<file path="src/rtl/laser_rx_deserializer_if.sv">
// Receive-side bundle for the photodiode deserializer: line/control inputs
// plus received-byte strobes and status.
interface laser_rx_deserializer_if;
    logic       en;
    logic       clear;
    logic       laser_in;
    logic       data_valid;
    logic [7:0] data_in;
    logic       frame_err;
    logic       busy;
    logic [7:0] err_count;

    modport master (
        output en, clear, laser_in,
        input  data_valid, data_in, frame_err, busy, err_count
    );

    modport slave (
        input  en, clear, laser_in,
        output data_valid, data_in, frame_err, busy, err_count
    );
endinterface

</file>
<file path="src/rtl/laser_rx_deserializer.sv">
// Oversampling serial receiver: idle-low line, start bit 1, 8 data bits LSB
// first, stop bit 0. Majority-voted samples taken mid-bit.
module laser_rx_deserializer #(
    parameter int SAMPLES = 16
) (
    input  logic                    clock,
    input  logic                    reset,
    laser_rx_deserializer_if.slave  rx
);
    localparam int CW = $clog2(SAMPLES);
    localparam logic [CW-1:0] MID_CT = CW'(SAMPLES / 2 - 1);
    localparam logic [CW-1:0] END_CT = CW'(SAMPLES - 1);

    typedef enum logic [1:0] {IDLE, START, DATA, STOP} state_t;

    state_t        state_q,      state_d;
    logic          sync1_q,      sync1_d;
    logic          rx_s_q,       rx_s_d;
    logic [2:0]    vote_sr_q,    vote_sr_d;
    logic [CW-1:0] samp_ct_q,    samp_ct_d;
    logic [2:0]    bit_ct_q,     bit_ct_d;
    logic [7:0]    shift_q,      shift_d;
    logic          data_valid_q, data_valid_d;
    logic          frame_err_q,  frame_err_d;
    logic [7:0]    data_in_q,    data_in_d;
    logic [7:0]    err_count_q,  err_count_d;

    logic vote;
    logic err_inc;

    assign vote = (vote_sr_q[0] & vote_sr_q[1]) |
                  (vote_sr_q[0] & vote_sr_q[2]) |
                  (vote_sr_q[1] & vote_sr_q[2]);

    always_comb begin
        state_d      = state_q;
        sync1_d      = rx.laser_in;
        rx_s_d       = sync1_q;
        vote_sr_d    = {vote_sr_q[1:0], rx_s_q};
        samp_ct_d    = samp_ct_q;
        bit_ct_d     = bit_ct_q;
        shift_d      = shift_q;
        data_valid_d = 1'b0;
        frame_err_d  = 1'b0;
        data_in_d    = data_in_q;
        err_inc      = 1'b0;

        if (!rx.en) begin
            state_d   = IDLE;
            samp_ct_d = '0;
            bit_ct_d  = '0;
        end else begin
            case (state_q)
                IDLE: begin
                    samp_ct_d = '0;
                    // vote_sr_q[0] is the previous rx_s, so this is a rising edge
                    if (rx_s_q && !vote_sr_q[0]) begin
                        state_d = START;
                    end
                end
                START: begin
                    if (samp_ct_q == MID_CT) begin
                        state_d   = vote ? DATA : IDLE;
                        samp_ct_d = '0;
                        bit_ct_d  = '0;
                    end else begin
                        samp_ct_d = samp_ct_q + CW'(1);
                    end
                end
                DATA: begin
                    if (samp_ct_q == END_CT) begin
                        shift_d   = {vote, shift_q[7:1]};
                        samp_ct_d = '0;
                        bit_ct_d  = bit_ct_q + 3'd1;
                        if (bit_ct_q == 3'd7) begin
                            state_d = STOP;
                        end
                    end else begin
                        samp_ct_d = samp_ct_q + CW'(1);
                    end
                end
                STOP: begin
                    // Leaving at mid-stop gives half a bit to catch the next start edge
                    if (samp_ct_q == END_CT) begin
                        samp_ct_d = '0;
                        state_d   = IDLE;
                        if (!vote) begin
                            data_valid_d = 1'b1;
                            data_in_d    = shift_q;
                        end else begin
                            frame_err_d = 1'b1;
                            err_inc     = 1'b1;
                        end
                    end else begin
                        samp_ct_d = samp_ct_q + CW'(1);
                    end
                end
                default: begin
                    state_d   = IDLE;
                    samp_ct_d = '0;
                end
            endcase
        end

        if (rx.clear) begin
            err_count_d = 8'h00;
        end else if (err_inc && (err_count_q != 8'hFF)) begin
            err_count_d = err_count_q + 8'd1;
        end else begin
            err_count_d = err_count_q;
        end
    end

    always_ff @(posedge clock or negedge reset) begin
        if (!reset) begin
            state_q      <= IDLE;
            sync1_q      <= 1'b0;
            rx_s_q       <= 1'b0;
            vote_sr_q    <= 3'b000;
            samp_ct_q    <= '0;
            bit_ct_q     <= 3'd0;
            shift_q      <= 8'h00;
            data_valid_q <= 1'b0;
            frame_err_q  <= 1'b0;
            data_in_q    <= 8'h00;
            err_count_q  <= 8'h00;
        end else begin
            state_q      <= state_d;
            sync1_q      <= sync1_d;
            rx_s_q       <= rx_s_d;
            vote_sr_q    <= vote_sr_d;
            samp_ct_q    <= samp_ct_d;
            bit_ct_q     <= bit_ct_d;
            shift_q      <= shift_d;
            data_valid_q <= data_valid_d;
            frame_err_q  <= frame_err_d;
            data_in_q    <= data_in_d;
            err_count_q  <= err_count_d;
        end
    end

    assign rx.data_valid = data_valid_q;
    assign rx.frame_err  = frame_err_q;
    assign rx.data_in    = data_in_q;
    assign rx.err_count  = err_count_q;
    assign rx.busy       = (state_q != IDLE);
endmodule

</file>
<file path="src/flat_wrapper.sv">
// flat-port wrapper written by rule: the top's interface ports become plain ports
module laser_rx_deserializer_flat 
#(
    parameter int SAMPLES = 16
)
  (clock, reset, rx_en, rx_clear, rx_laser_in, rx_data_valid, rx_data_in, rx_frame_err, rx_busy, rx_err_count);
  laser_rx_deserializer_if rx_i ();
  input  logic clock;
  input  logic reset;
  input wire logic [$bits(rx_i.en)-1:0] rx_en;
  input wire logic [$bits(rx_i.clear)-1:0] rx_clear;
  input wire logic [$bits(rx_i.laser_in)-1:0] rx_laser_in;
  output wire logic [$bits(rx_i.data_valid)-1:0] rx_data_valid;
  output wire logic [$bits(rx_i.data_in)-1:0] rx_data_in;
  output wire logic [$bits(rx_i.frame_err)-1:0] rx_frame_err;
  output wire logic [$bits(rx_i.busy)-1:0] rx_busy;
  output wire logic [$bits(rx_i.err_count)-1:0] rx_err_count;
  assign rx_i.en = rx_en;
  assign rx_i.clear = rx_clear;
  assign rx_i.laser_in = rx_laser_in;
  assign rx_data_valid = rx_i.data_valid;
  assign rx_data_in = rx_i.data_in;
  assign rx_frame_err = rx_i.frame_err;
  assign rx_busy = rx_i.busy;
  assign rx_err_count = rx_i.err_count;
  laser_rx_deserializer #(.SAMPLES(SAMPLES)) u_core (.clock(clock), .reset(reset), .rx(rx_i));
endmodule
</file>
<file path="config.mk">
export PLATFORM = sky130hd
export DESIGN_NAME = laser_rx_deserializer_flat
export DESIGN_NICKNAME = d
export VERILOG_FILES = /design/src/rtl/laser_rx_deserializer_if.sv /design/src/rtl/laser_rx_deserializer.sv /design/src/flat_wrapper.sv
export SDC_FILE = /design/constraint.sdc
export NUM_CORES = 1
export LEC_CHECK = 0
export CAP_MARGIN = 20
export CORE_MARGIN = 8
export CORE_UTILIZATION = 51
export CTS_BUF_LIST = sky130_fd_sc_hd__clkbuf_4 sky130_fd_sc_hd__clkbuf_8 sky130_fd_sc_hd__clkbuf_16
export DETAILED_ROUTE_END_ITERATION = 7
export PLACE_DENSITY = 0.73
export SYNTH_ARGS = -nofsm -noshare
export SYNTH_HDL_FRONTEND = slang
export SYNTH_SLANG_ARGS = --single-unit
</file>
<file path="constraint.sdc">
create_clock -name clock -period 2.4 [get_ports clock]
set_clock_uncertainty 0.1 [all_clocks]
set_input_delay 0.48 -clock clock [delete_from_list [all_inputs] [get_ports clock]]
set_output_delay 0.48 -clock clock [all_outputs]
set_load 0.005 [all_outputs]
</file>
# Word level (Yosys, flattened, before mapping)
# Index checks and enable logic that the tools add are counted.
[word_totals] register_bits=40 out_inout_bits=19 wordCells=70
[classes] eq_ne=13 reduce_logical=11 n_addsub=3 muxes=26 bitwise_logic=6
[ops] op="8-bit 2-to-1 mux" n=2
[ops] op="3-bit by 2-bit inequality test with 1-bit output (second input constant)" n=5
[ops] op="2-bit 2-to-1 mux" n=7
[ops] op="4-bit 2-to-1 mux" n=3
[ops] op="4-bit case mux with 3 select lines" n=1
[ops] op="3-bit 2-to-1 mux" n=3
[ops] op="8-bit by 1-bit adder with 8-bit output (second input constant)" n=1
[ops] op="1-bit 2-to-1 mux" n=8
[ops] op="8-bit inequality test (second input constant)" n=1
[ops] op="2-bit case mux with 4 select lines" n=1
[ops] op="3-bit case mux with 2 select lines" n=1
[ops] op="3-bit AND reduction" n=2
[ops] op="5-bit AND reduction" n=1
[ops] op="4-bit by 1-bit adder with 4-bit output (second input constant)" n=1
[ops] op="2-bit == test (second input constant)" n=2
[ops] op="4-bit by 3-bit == test with 1-bit output (second input constant)" n=1
[ops] op="4-bit == test (second input constant)" n=1
[ops] op="4-bit AND reduction" n=1
[ops] op="2-bit nonzero test" n=2
[ops] op="3-bit by 1-bit adder with 3-bit output (second input constant)" n=1
[ops] op="1-bit bitwise AND" n=3
[ops] op="3-bit == test (second input constant)" n=1
[ops] op="3-bit by 1-bit inequality test with 1-bit output (second input constant)" n=1
[ops] op="2-bit by 1-bit == test with 1-bit output (second input constant)" n=1
[ops] op="6 further kinds" n=8

# Longest topological paths before layout
# Gate-level depths: netlist of run 1.
[depth] depth_word=10 depth_mapped=7 depth_no_buf=6

# Least setup slack after synthesis of run 1
# Ideal clock, no wire load.
[synth_timing] path_type="flip-flop to flip-flop" startpoint="reg u_core.samp_ct_q[0]" endpoint="reg u_core.err_count_q[4], in the netlist u_core.rx.err_count[4]" t_required_ps=2223 arrival_time_ps=1574 path_slack_ps=648 setup_ps=77 path_stages_with_launch=6 period_less_slack_ps=1752 cell_sequence="dfrtp_1 > ha_1 > and4_4 > nand4_4 > or4_1 > a21oi_1"
[synth_between] elab_chain_cells=6
[synth_rtl] item="start, declared" line_no="laser_rx_deserializer.sv:20" source="logic [CW-1:0] samp_ct_q, samp_ct_d;"
[synth_rtl] item="start signal, assigned" line_no="laser_rx_deserializer.sv:132" source="samp_ct_q <= samp_ct_d;"
[synth_rtl] item="4-bit == test" line_no="laser_rx_deserializer.sv:84" source="if (samp_ct_q == END_CT) begin"
[synth_rtl] item="1-bit 2-to-1 mux" line_no="laser_rx_deserializer.sv:84"
[synth_rtl] item="1-bit 2-to-1 mux" line_no="laser_rx_deserializer.sv:53" source="case (state_q)"
[synth_rtl] item="1-bit 2-to-1 mux" line_no="laser_rx_deserializer.sv:48" source="if (!rx.en) begin"
[synth_rtl] item="1-bit logical AND" line_no="laser_rx_deserializer.sv:107" source="end else if (err_inc && (err_count_q != 8'hFF)) begin"
[synth_rtl] item="2-bit nonzero test (no line)"
[synth_rtl] item="end signal, assigned" line_no="laser_rx_deserializer.sv:138" source="err_count_q <= err_count_d;"
[synth_rtl] item="end, declared" line_no="laser_rx_deserializer.sv:26" source="logic [7:0] err_count_q, err_count_d;"
# Every way passes these cells.
# A chain may end at the register's enable or synchronous reset.

# Final worst setup path of run 1
[layout_timing] startpoint="reg u_core.state_q[1]" endpoint="out rx_busy"
[layout_between] elab_chain_cells=1
[layout_rtl] item="start, declared" line_no="laser_rx_deserializer.sv:16" source="state_t state_q, state_d;"
[layout_rtl] item="start signal, assigned" line_no="laser_rx_deserializer.sv:128" source="state_q <= state_d;"
[layout_rtl] item="2-bit nonzero test" line_no="laser_rx_deserializer.sv:146" source="assign rx.busy = (state_q != IDLE);"
[layout_rtl] item="end, declared" line_no="flat_wrapper.sv:16" source="output wire logic [$bits(rx_i.busy)-1:0] rx_busy;"
# Every way passes these cells.

==> results of run 1 <==
-- worst max-delay path, delay by kind of cell (launching register included) --
family | cells | cell delay (ps)
DFF | 1 | 490
and+or+nand+nor | 1 | 350
buffers and inverters | 1 | 450
-- cells by family (layout without fill, tap and decap cells) --
kind of cell               after synthesis  in the layout  synth area share, %
DFF                                     40             40                57.02
and+or+nand+nor                         40             40                14.26
AOI/OAI and AO/OA                       25             25                8.982
muxes                                   19             19                12.12
buffers and inverters                    8             35                3.207
adders and majority gates                5              5                3.421
xor gates and xnor gates                 2              2               0.9980
-- synth_stat cells (all sizes together) (2+ instances only) --
master / number / area (um^2)
buf: 5 / 35.03
nand2: 2 / 7.510
a22o: 2 / 17.52
nor2b: 2 / 12.51
and3: 4 / 26.28
a211oi: 2 / 15.01
or3: 4 / 27.52
nand2b: 3 / 18.77
ha: 4 / 50.05
dfrtp: 40 / 1001
nand4: 4 / 40.04
inv: 2 / 7.510
nor2: 9 / 33.78
nor3: 2 / 10.01
o21ai: 6 / 30.03
nand3: 3 / 15.01
mux2: 18 / 202.7
xor2: 2 / 17.52
a21oi: 8 / 40.04
-- sequential cells by signal, indices dropped and copies added, names as in the netlist --
signal	flops
u_core.rx.err_count	8
u_core.rx_s_d	1
u_core.bit_ct_q	3
u_core.rx_s_q	1
u_core.rx.data_in	8
u_core.shift_q	8
u_core.vote_sr_q	3
u_core.state_q	2
u_core.rx.frame_err	1
u_core.rx.data_valid	1
u_core.samp_ct_q	4
-- per-stage QoR --
step	power, mW	utilization, %	hold WS (ps)	area, um^2
3_5_place_dp	0.7469	60.54	243.4	2004
6_report	1.081	62.40	77.08	2066
5_1_grt	1.134	62.40	100.8	2066
3_3_place_gp	0.7453	60.54	239.3	2004
4_1_cts	1.092	62.40	82.36	2066
2_1_floorplan	0.7184	-	84.41	1755
-- final cells by class --
cell class	count	area, um^2	area share, %
sequential	40	1001	48.46
multi-input combinational	91	698.2	33.80
timing repair buffer	25	240.2	11.63
tap	46	57.56	2.786
clock buffer	6	51.30	2.483
clock inverter	2	10.01	0.4846
inverter	2	7.507	0.3634
-- worst paths after layout --
check	startpoint	endpoint	slack, ps	cells after the start
hold / removal	reset	u_core.vote_sr_q[1]	80	2
setup reg to reg	u_core.samp_ct_q[0]	u_core.rx.err_count[4]	350	5
hold reg to reg	u_core.rx_s_d	u_core.rx_s_q	260	0
min in group clock	u_core.rx_s_d	u_core.rx_s_q	260	0
setup / recovery	u_core.state_q[1]	rx_busy	190	2
max in group asynchronous	reset	u_core.vote_sr_q[2]	1790	2
-- metal layers --
layer	routed length [um]	global-route usage [%]	vias to the layer above
li1	-	-	562
met1	1390	14.29	577
met2	1529	19.55	31
met3	181	5.859	4
met4	30	5.652	0
met5	0	0	-
-- where the power goes --
part | switching (mW) | internal (mW)
sequential | 0.00621 | 0.681
combinational | 0.0257 | 0.0192
clock | 0.209 | 0.140
total | 0.241 | 0.840
==> impl_metrics.json, run 1 <==
{
  "synth_enable_flop_cells": 0,
  "placement_rows": 21,
  "design.portCount": 24,
  "design.die.area_um2": 5576,
  "syn_inst_count": 139,
  "hp-class": "in -> async",
  "syn-mean-instance-area_um2": 12.63,
  "cp_cell_sequence": "or2_2 > clkdlybuf4s50_1",
  "grt_usage_pct": 12.52,
  "rsz0062_at_grt": "no",
  "worst-endpoint-arrival_ps": 1630,
  "worstSetupEndpointType": "output pin",
  "dr_total_vias": 1174,
  "root_buffer_cell": "clkbuf_4",
  "dp_cells": 204,
  "drt_first_iter_violations": 47,
  "total_neg_setup_slack_ps": 0,
  "maxSlewViolCount": 0,
  "worst_path_largest_cell_delay_ps": 490,
  "worst-endpoint-required_ps": 1820,
  "max_slew_margin_pct": 67.43,
  "cts-buffers-inserted": 5,
  "run_status": "finished clean",
  "layoutNonFillerInstCount": 212,
  "seq_cells_post_synth": 40,
  "clock_sinks": 40,
  "vias_per_cell": 5.538,
  "cp_slowest_cell": "dfrtp_1",
  "finalWirelength_um": 3132,
  "post_cts_resize_count": 0,
  "nFillCells": 266,
  "power_density_nw_per_um2": 523.2,
  "floorplan.die.height_um": 74.67,
  "floorplan.initialDensity_pct": 53.02,
  "timing.final.crit_share_pct": 92.28,
  "dieWidth_um": 74.67,
  "first_global_vias": 1162,
  "grt_pass1_wl_um": 5278,
  "worstSetupStartpointType": "flop",
  "ys_async_sr_fraction_pct": 100.0,
  "dp.final_hpwl_um": 2163,
  "count_of_final_setup_violators": 0,
  "tritoncts": "done",
  "layout.nets": 174,
  "final_common_cell": "dfrtp_1",
  "ir_drop_v": 0.0003932,
  "maximum_clock_insertion_buffer_count": 2,
  "antenna_cells": 0,
  "yosys_warnings": 0,
  "clk_transition_reported_paths_ps": 120,
  "post_route_cells_drive_above_1_share_pct": 22.29,
  "coreArea_um2": 3311,
  "postCtsSetupRepairBufs": 0,
  "drc_errors": 0,
  "netlist_area_um2": 1755,
  "criticalPathCategory": "reg -> out",
  "finalWeightedCongestion": 0.7782,
  "synth_flop_cell": "dfrtp_1",
  "worst_skew_pair.late_latency_ps": 340,
  "max_cap_viol_count": 0,
  "postSynthNetCount": 148,
  "postRouteAntennaNets": 0,
  "worst-slew-pin-transition_ps": 488.5,
  "cts-hold-fix-buffers": 0,
  "p_leak_nw": 0.9418,
  "layout.cells.most_common_list": "dfrtp_1, clkdlybuf4s50_1, mux2_2",
  "crit_path_max_fanout": 10,
  "clock_tree.htree_level_count": 2,
  "number_of_distinct_standard_cells_referenced_by_the_synthesized_netlist": 40,
  "fmaxAchievable_ghz": 0.4515,
  "worst_slack_ps": 185.3,
  "count_of_input_and_output_buffers": 23,
  "routed_wire_length_per_instance_um": 14.77,
  "grt_overflow": 0,
  "final_report_hold_violation_count": 0,
  "finalWorstPathRequiredPeriod_ps": 2215,
  "yosysSeqAreaShare_pct": 57.02,
  "grt_max_degree": 41,
  "dp_worst_setup_slack_ps": 204.4,
  "antenna_violations_before_repair": 0,
  "area.growth.synth_to_final_pct": 17.68,
  "drt_first_pass_iters": 4
}
Note: power is estimated with default switching activity, not from simulation.
==> run 2: changes to the inputs <==
--- a/config.mk
+++ b/config.mk
@@ -6,11 +6,12 @@
 export NUM_CORES = 1
 export LEC_CHECK = 0
 export CAP_MARGIN = 20
-export CORE_MARGIN = 8
 export CORE_UTILIZATION = 51
 export CTS_BUF_LIST = sky130_fd_sc_hd__clkbuf_4 sky130_fd_sc_hd__clkbuf_8 sky130_fd_sc_hd__clkbuf_16
 export DETAILED_ROUTE_END_ITERATION = 7
-export PLACE_DENSITY = 0.73
+export DONT_BUFFER_PORTS = 1
+export PLACE_DENSITY = 0.64
+export SLEW_MARGIN = 25
 export SYNTH_ARGS = -nofsm -noshare
 export SYNTH_HDL_FRONTEND = slang
 export SYNTH_SLANG_ARGS = --single-unit
==> run 2 against run 1 <==
Effect of this change: global-route usage rose by 5.8 points; first-iteration DRC count grew 4.3%; clock power grew 5%; setup slack improved by 210 ps; fmax rose by 10%; power grew 1.0%; hold slack worse by 32 ps; final cell count fell by 11%; die area shrank 34%; final area fell by 9.7%; combinational power shrank 17%; utilization down 3.2 points; critical path type is now reg -> reg; critical endpoint is now u_core.rx.err_count[4].
==> impl_metrics.json, run 2 (synthesis results as in run 1) <==
{
  "final_common_cell": "dfrtp_1",
  "grt_usage_pct": 18.28,
  "finish.utilization_pct": 59.17,
  "count_of_final_setup_violators": 0,
  "routed_wire_length_per_instance_um": 14.74,
  "dp_cells": 178,
  "area.growth.synth_to_final_pct": 6.272,
  "dp.final_hpwl_um": 1822,
  "p_leak_nw": 0.8627,
  "design.die.area_um2": 3681,
  "layout.cells.most_common_list": "dfrtp_1, mux2_2, nor2_1",
  "finalWeightedCongestion": 0.8336,
  "max_cap_viol_count": 0,
  "grt_overflow": 0,
  "drt_first_pass_iters": 4,
  "clock_sinks": 40,
  "rsz0062_at_grt": "no",
  "design.portCount": 24,
  "root_buffer_cell": "clkbuf_4",
  "worst-endpoint-arrival_ps": 2190,
  "fin_area_um2": 1866,
  "grt_pass1_wl_um": 4836,
  "hp-class": "in -> reg",
  "grt_max_degree": 41,
  "crit_path_max_fanout": 14,
  "ir_drop_v": 0.0004442,
  "coreArea_um2": 3153,
  "worst_skew_pair.late_latency_ps": 360,
  "fmaxAchievable_ghz": 0.4987,
  "placement_rows": 20,
  "timing.final.crit_share_pct": 83.55,
  "power_density_nw_per_um2": 585.2,
  "layoutNonFillerInstCount": 188,
  "run_status": "finished clean",
  "dp_worst_setup_slack_ps": 422.3,
  "final_report_hold_violation_count": 0,
  "finalWorstPathRequiredPeriod_ps": 2005,
  "detailed_place.area_um2": 1769,
  "dr_total_vias": 1084,
  "clock_tree.htree_level_count": 2,
  "total_neg_setup_slack_ps": 0,
  "maxSlewViolCount": 0,
  "floorplan.initialDensity_pct": 55.67,
  "layout.nets": 152,
  "antenna_cells": 0,
  "multi_input_comb_area_um2": 698.2,
  "maximum_clock_insertion_buffer_count": 2,
  "finalWirelength_um": 2772,
  "nFillCells": 265,
  "tritoncts": "done",
  "post_route_cells_drive_above_1_share_pct": 25.00,
  "first_global_vias": 1110,
  "vias_per_cell": 5.766,
  "criticalPathCategory": "reg -> reg",
  "cts-buffers-inserted": 5,
  "worst-slew-pin-transition_ps": 357.5,
  "drt_first_iter_violations": 49,
  "postRouteAntennaNets": 0,
  "drc_errors": 0,
  "max_slew_margin_pct": 76.17,
  "count_of_input_and_output_buffers": 0,
  "worst_case_register_to_register_setup_slack_ps": 390,
  "dieWidth_um": 60.67,
  "floorplan.die.height_um": 60.67,
  "clk_transition_reported_paths_ps": 110,
  "worst_slack_ps": 394.7,
  "worstSetupEndpointType": "flop",
  "antenna_violations_before_repair": 0,
  "post_cts_resize_count": 0,
  "total_power_mw": 1.092,
  "seqCellArea_um2": 1001,
  "worst-endpoint-required_ps": 2580,
  "worstSetupStartpointType": "flop",
  "holdWs_ps": 45.12
}
==> run 2: cell count changes in the layout (fill, tap and decap cells not counted) <==
cell / change
buf_4: -1
clkinvlp_4: +2
buf_12: +1
dlygate4sd3_1: +1
clkdlybuf4s50_1: -22
clkinv_2: -2
buf_2: -1
==> run 2: report_power, final <==
part	switching [mW]	total (mW)	internal, mW	leakage [nW]
sequential	0.00634	0.687	0.681	0.545
clock	0.225	0.367	0.142	0.0305
combinational	0.0221	0.0372	0.0152	0.287
total	0.253	1.09	0.838	0.863
==> run 2: routing by layer <==
layer  track usage, %  share of wire, %
met5                0                 0
met4            12.34               3.3
met3            4.904               4.9
met2            27.94                45
met1            22.75                47
==> run 2: worst max-delay path: stages, from the launching register on <==
cell	delay [ps]
dfrtp_1	390
ha_1	280
and4_4	280
nand4_4	190
or4_1	550
a21oi_1	150
==> run 2: what timing repair did <==
action                     4_1_cts  5_1_grt
hold buffers                     2        0
buffers inserted                 0        0
setup endpoints to repair        0        0
hold endpoints to repair        40        0
==> run 2: final timing paths <==
path,from,end,cells past startpoint
max,u_core.samp_ct_q[0],u_core.rx.err_count[4],5
min,rx_laser_in,u_core.rx_s_d,0
max reg2reg,u_core.samp_ct_q[0],u_core.rx.err_count[4],5
min reg2reg,u_core.rx_s_d,u_core.rx_s_q,0
max in group asynchronous,reset,u_core.rx.data_in[4],2
min in group asynchronous,reset,u_core.rx.frame_err,2
==> run 2: final cells by class <==
cell class              count  share of cell area [%]
well taps                  44                   2.951
repair buffers              3                   2.012
multi-input cells          91                   37.42
flip-flops and latches     40                   53.66
inverters                   2                  0.4024
clock buffers               6                   2.750
clock inverters             2                  0.8048
==> run 3: changes to the inputs <==
--- a/config.mk
+++ b/config.mk
@@ -10,7 +10,7 @@
 export CTS_BUF_LIST = sky130_fd_sc_hd__clkbuf_4 sky130_fd_sc_hd__clkbuf_8 sky130_fd_sc_hd__clkbuf_16
 export DETAILED_ROUTE_END_ITERATION = 7
 export DONT_BUFFER_PORTS = 1
-export PLACE_DENSITY = 0.64
+export PLACE_DENSITY = 0.67
 export SLEW_MARGIN = 25
 export SYNTH_ARGS = -nofsm -noshare
 export SYNTH_HDL_FRONTEND = slang
==> constraint.sdc (replaced) <==
create_clock -name clock -period 1.8 [get_ports clock]
set_clock_uncertainty 0.1 [all_clocks]
set_input_delay 0.36 -clock clock [delete_from_list [all_inputs] [get_ports clock]]
set_output_delay 0.36 -clock clock [all_outputs]
set_load 0.005 [all_outputs]
==> run 3 against run 2 <==
Effect of this change: combinational power is 96% higher; clock-buffer cell count is 1 lower; utilization is 6.1 points higher; first-iteration DRC count is 18% lower; critical path depth stayed put; global-route usage is 1.5 points higher; critical endpoint is now u_core.rx.data_in[2].
==> impl_metrics.json, run 3 (synthesis results as in run 1) <==
{
  "cpLargestDelayFamily": "simple AND/OR/NAND/NOR gates",
  "cp_cell_sequence": "ha_4 > and4_4 > buf_4 > and4b_2 > mux2_2",
  "post_route_cells_drive_above_1_share_pct": 35.76,
  "vias_per_cell": 5.990,
  "worst_skew_pair.late_latency_ps": 350,
  "max_cap_viol_count": 0,
  "grt_overflow": 0,
  "tritoncts": "done",
  "root_buffer_cell": "clkbuf_4",
  "floorplan.die.height_um": 60.67,
  "clk_transition_reported_paths_ps": 120,
  "drc_errors": 0,
  "grt_usage_pct": 19.80,
  "finalWirelength_um": 3482,
  "layout.cells.most_common_list": "dfrtp_1, buf_4, mux2_2",
  "final_common_cell": "dfrtp_1",
  "power_density_nw_per_um2": 689.0,
  "dp_worst_setup_slack_ps": -57.39,
  "hp-class": "in -> reg",
  "design.die.area_um2": 3681,
  "drt_first_pass_iters": 4,
  "floorplan.initialDensity_pct": 55.67,
  "rsz0062_at_grt": "yes",
  "design.portCount": 24,
  "total_neg_setup_slack_ps": 0,
  "cp-startpoint": "u_core.samp_ct_q[0]",
  "antenna_cells": 0,
  "final_report_hold_violation_count": 0,
  "dieWidth_um": 60.67,
  "clock_tree.htree_level_count": 2,
  "timing.final.crit_share_pct": 99.64,
  "ir_drop_v": 0.0005062,
  "cp_slowest_cell": "dfrtp_1",
  "antenna_violations_before_repair": 0,
  "dp.final_hpwl_um": 2050,
  "finish.utilization_pct": 65.28,
  "cts-buffers-inserted": 5,
  "worst-endpoint-arrival_ps": 1940,
  "area.growth.synth_to_final_pct": 17.25,
  "worst_path_largest_cell_delay_ps": 420,
  "postRouteAntennaNets": 0,
  "finalWorstPathRequiredPeriod_ps": 1794,
  "grt_pass1_wl_um": 5230,
  "grt_max_degree": 41,
  "worst_slack_ps": 6.477,
  "first_global_vias": 1187,
  "run_status": "finished clean",
  "finalWeightedCongestion": 0.7920,
  "max_slew_margin_pct": 75.18,
  "crit_path_max_fanout": 4,
  "hold_path_startpoint": "rx_en",
  "worstSetupEndpointType": "flop",
  "fmaxAchievable_ghz": 0.5576,
  "criticalPathCategory": "reg -> reg",
  "placement_rows": 20,
  "maxSlewViolCount": 0,
  "maximum_clock_insertion_buffer_count": 2,
  "drt_first_iter_violations": 40,
  "worstSetupStartpointType": "flop",
  "worstPathBufferInverterCount": 1,
  "count_of_input_and_output_buffers": 0,
  "total_power_mw": 1.418,
  "worst-endpoint-required_ps": 1950,
  "layout.nets": 174,
  "coreArea_um2": 3153,
  "clock_sinks": 40,
  "count_of_final_setup_violators": 0,
  "rr_startpoint": "u_core.samp_ct_q[0]",
  "worst-slew-pin-transition_ps": 368.5,
  "routed_wire_length_per_instance_um": 16.66,
  "p_leak_nw": 0.9680,
  "dr_total_vias": 1252
}
run 3: path summary, 6_finish.rpt:
kind,to,slack [ps],cells after the start
min,u_core.samp_ct_q[2],60,1
max in group asynchronous,u_core.vote_sr_q[2],1040,2
max,u_core.rx.data_in[2],6,5
max reg2reg,u_core.rx.data_in[2],6,5
min reg2reg,u_core.rx_s_q,270,0
min in group asynchronous,u_core.rx.frame_err,370,2
run 3: per-stage QoR:
| step | instances | hold slack, ps | cell area [um^2] |
|---|---|---|---|
| final | 209 | 61.85 | 2058 |
| after detailed placement | 190 | -34.30 | 1859 |
| after global placement | 190 | -34.60 | 1859 |
| after floorplan | 139 | -35.59 | 1755 |
| after CTS | 203 | -56.28 | 1977 |
| after global routing | 209 | 45.89 | 2058 |
run 3: repair_timing:
action,4_1_cts,5_1_grt
buffers inserted,3,3
gates resized for setup,2,5
endpoints found under the hold margin,47,6
gates cloned,0,2
pin swaps,1,5
endpoints found under the setup margin,10,14
hold buffers,3,1
run 3: cell type report:
cell class                      instances  area (um^2)
Fill cell                             265         1095
Clock inverter                          2        12.51
Tap cell                               44        55.05
Multi-Input combinational cell         93        752.0
Inverter                                2        7.507
Clock buffer                            5        37.54
Sequential cell                        40         1001
Timing Repair Buffer                   23        192.7
run 3: routing by layer:
metal,wire [um],track usage (%)
met1,1493,25.49
met2,1704,29.51
met3,231,6.823
met4,52,10.71
met5,0,0
run 3: report_power, final:
group	internal, mW	total [mW]	switching, mW
sequential	0.908	0.917	0.00911
clock	0.142	0.428	0.286
combinational	0.0342	0.0728	0.0386
total	1.08	1.42	0.333
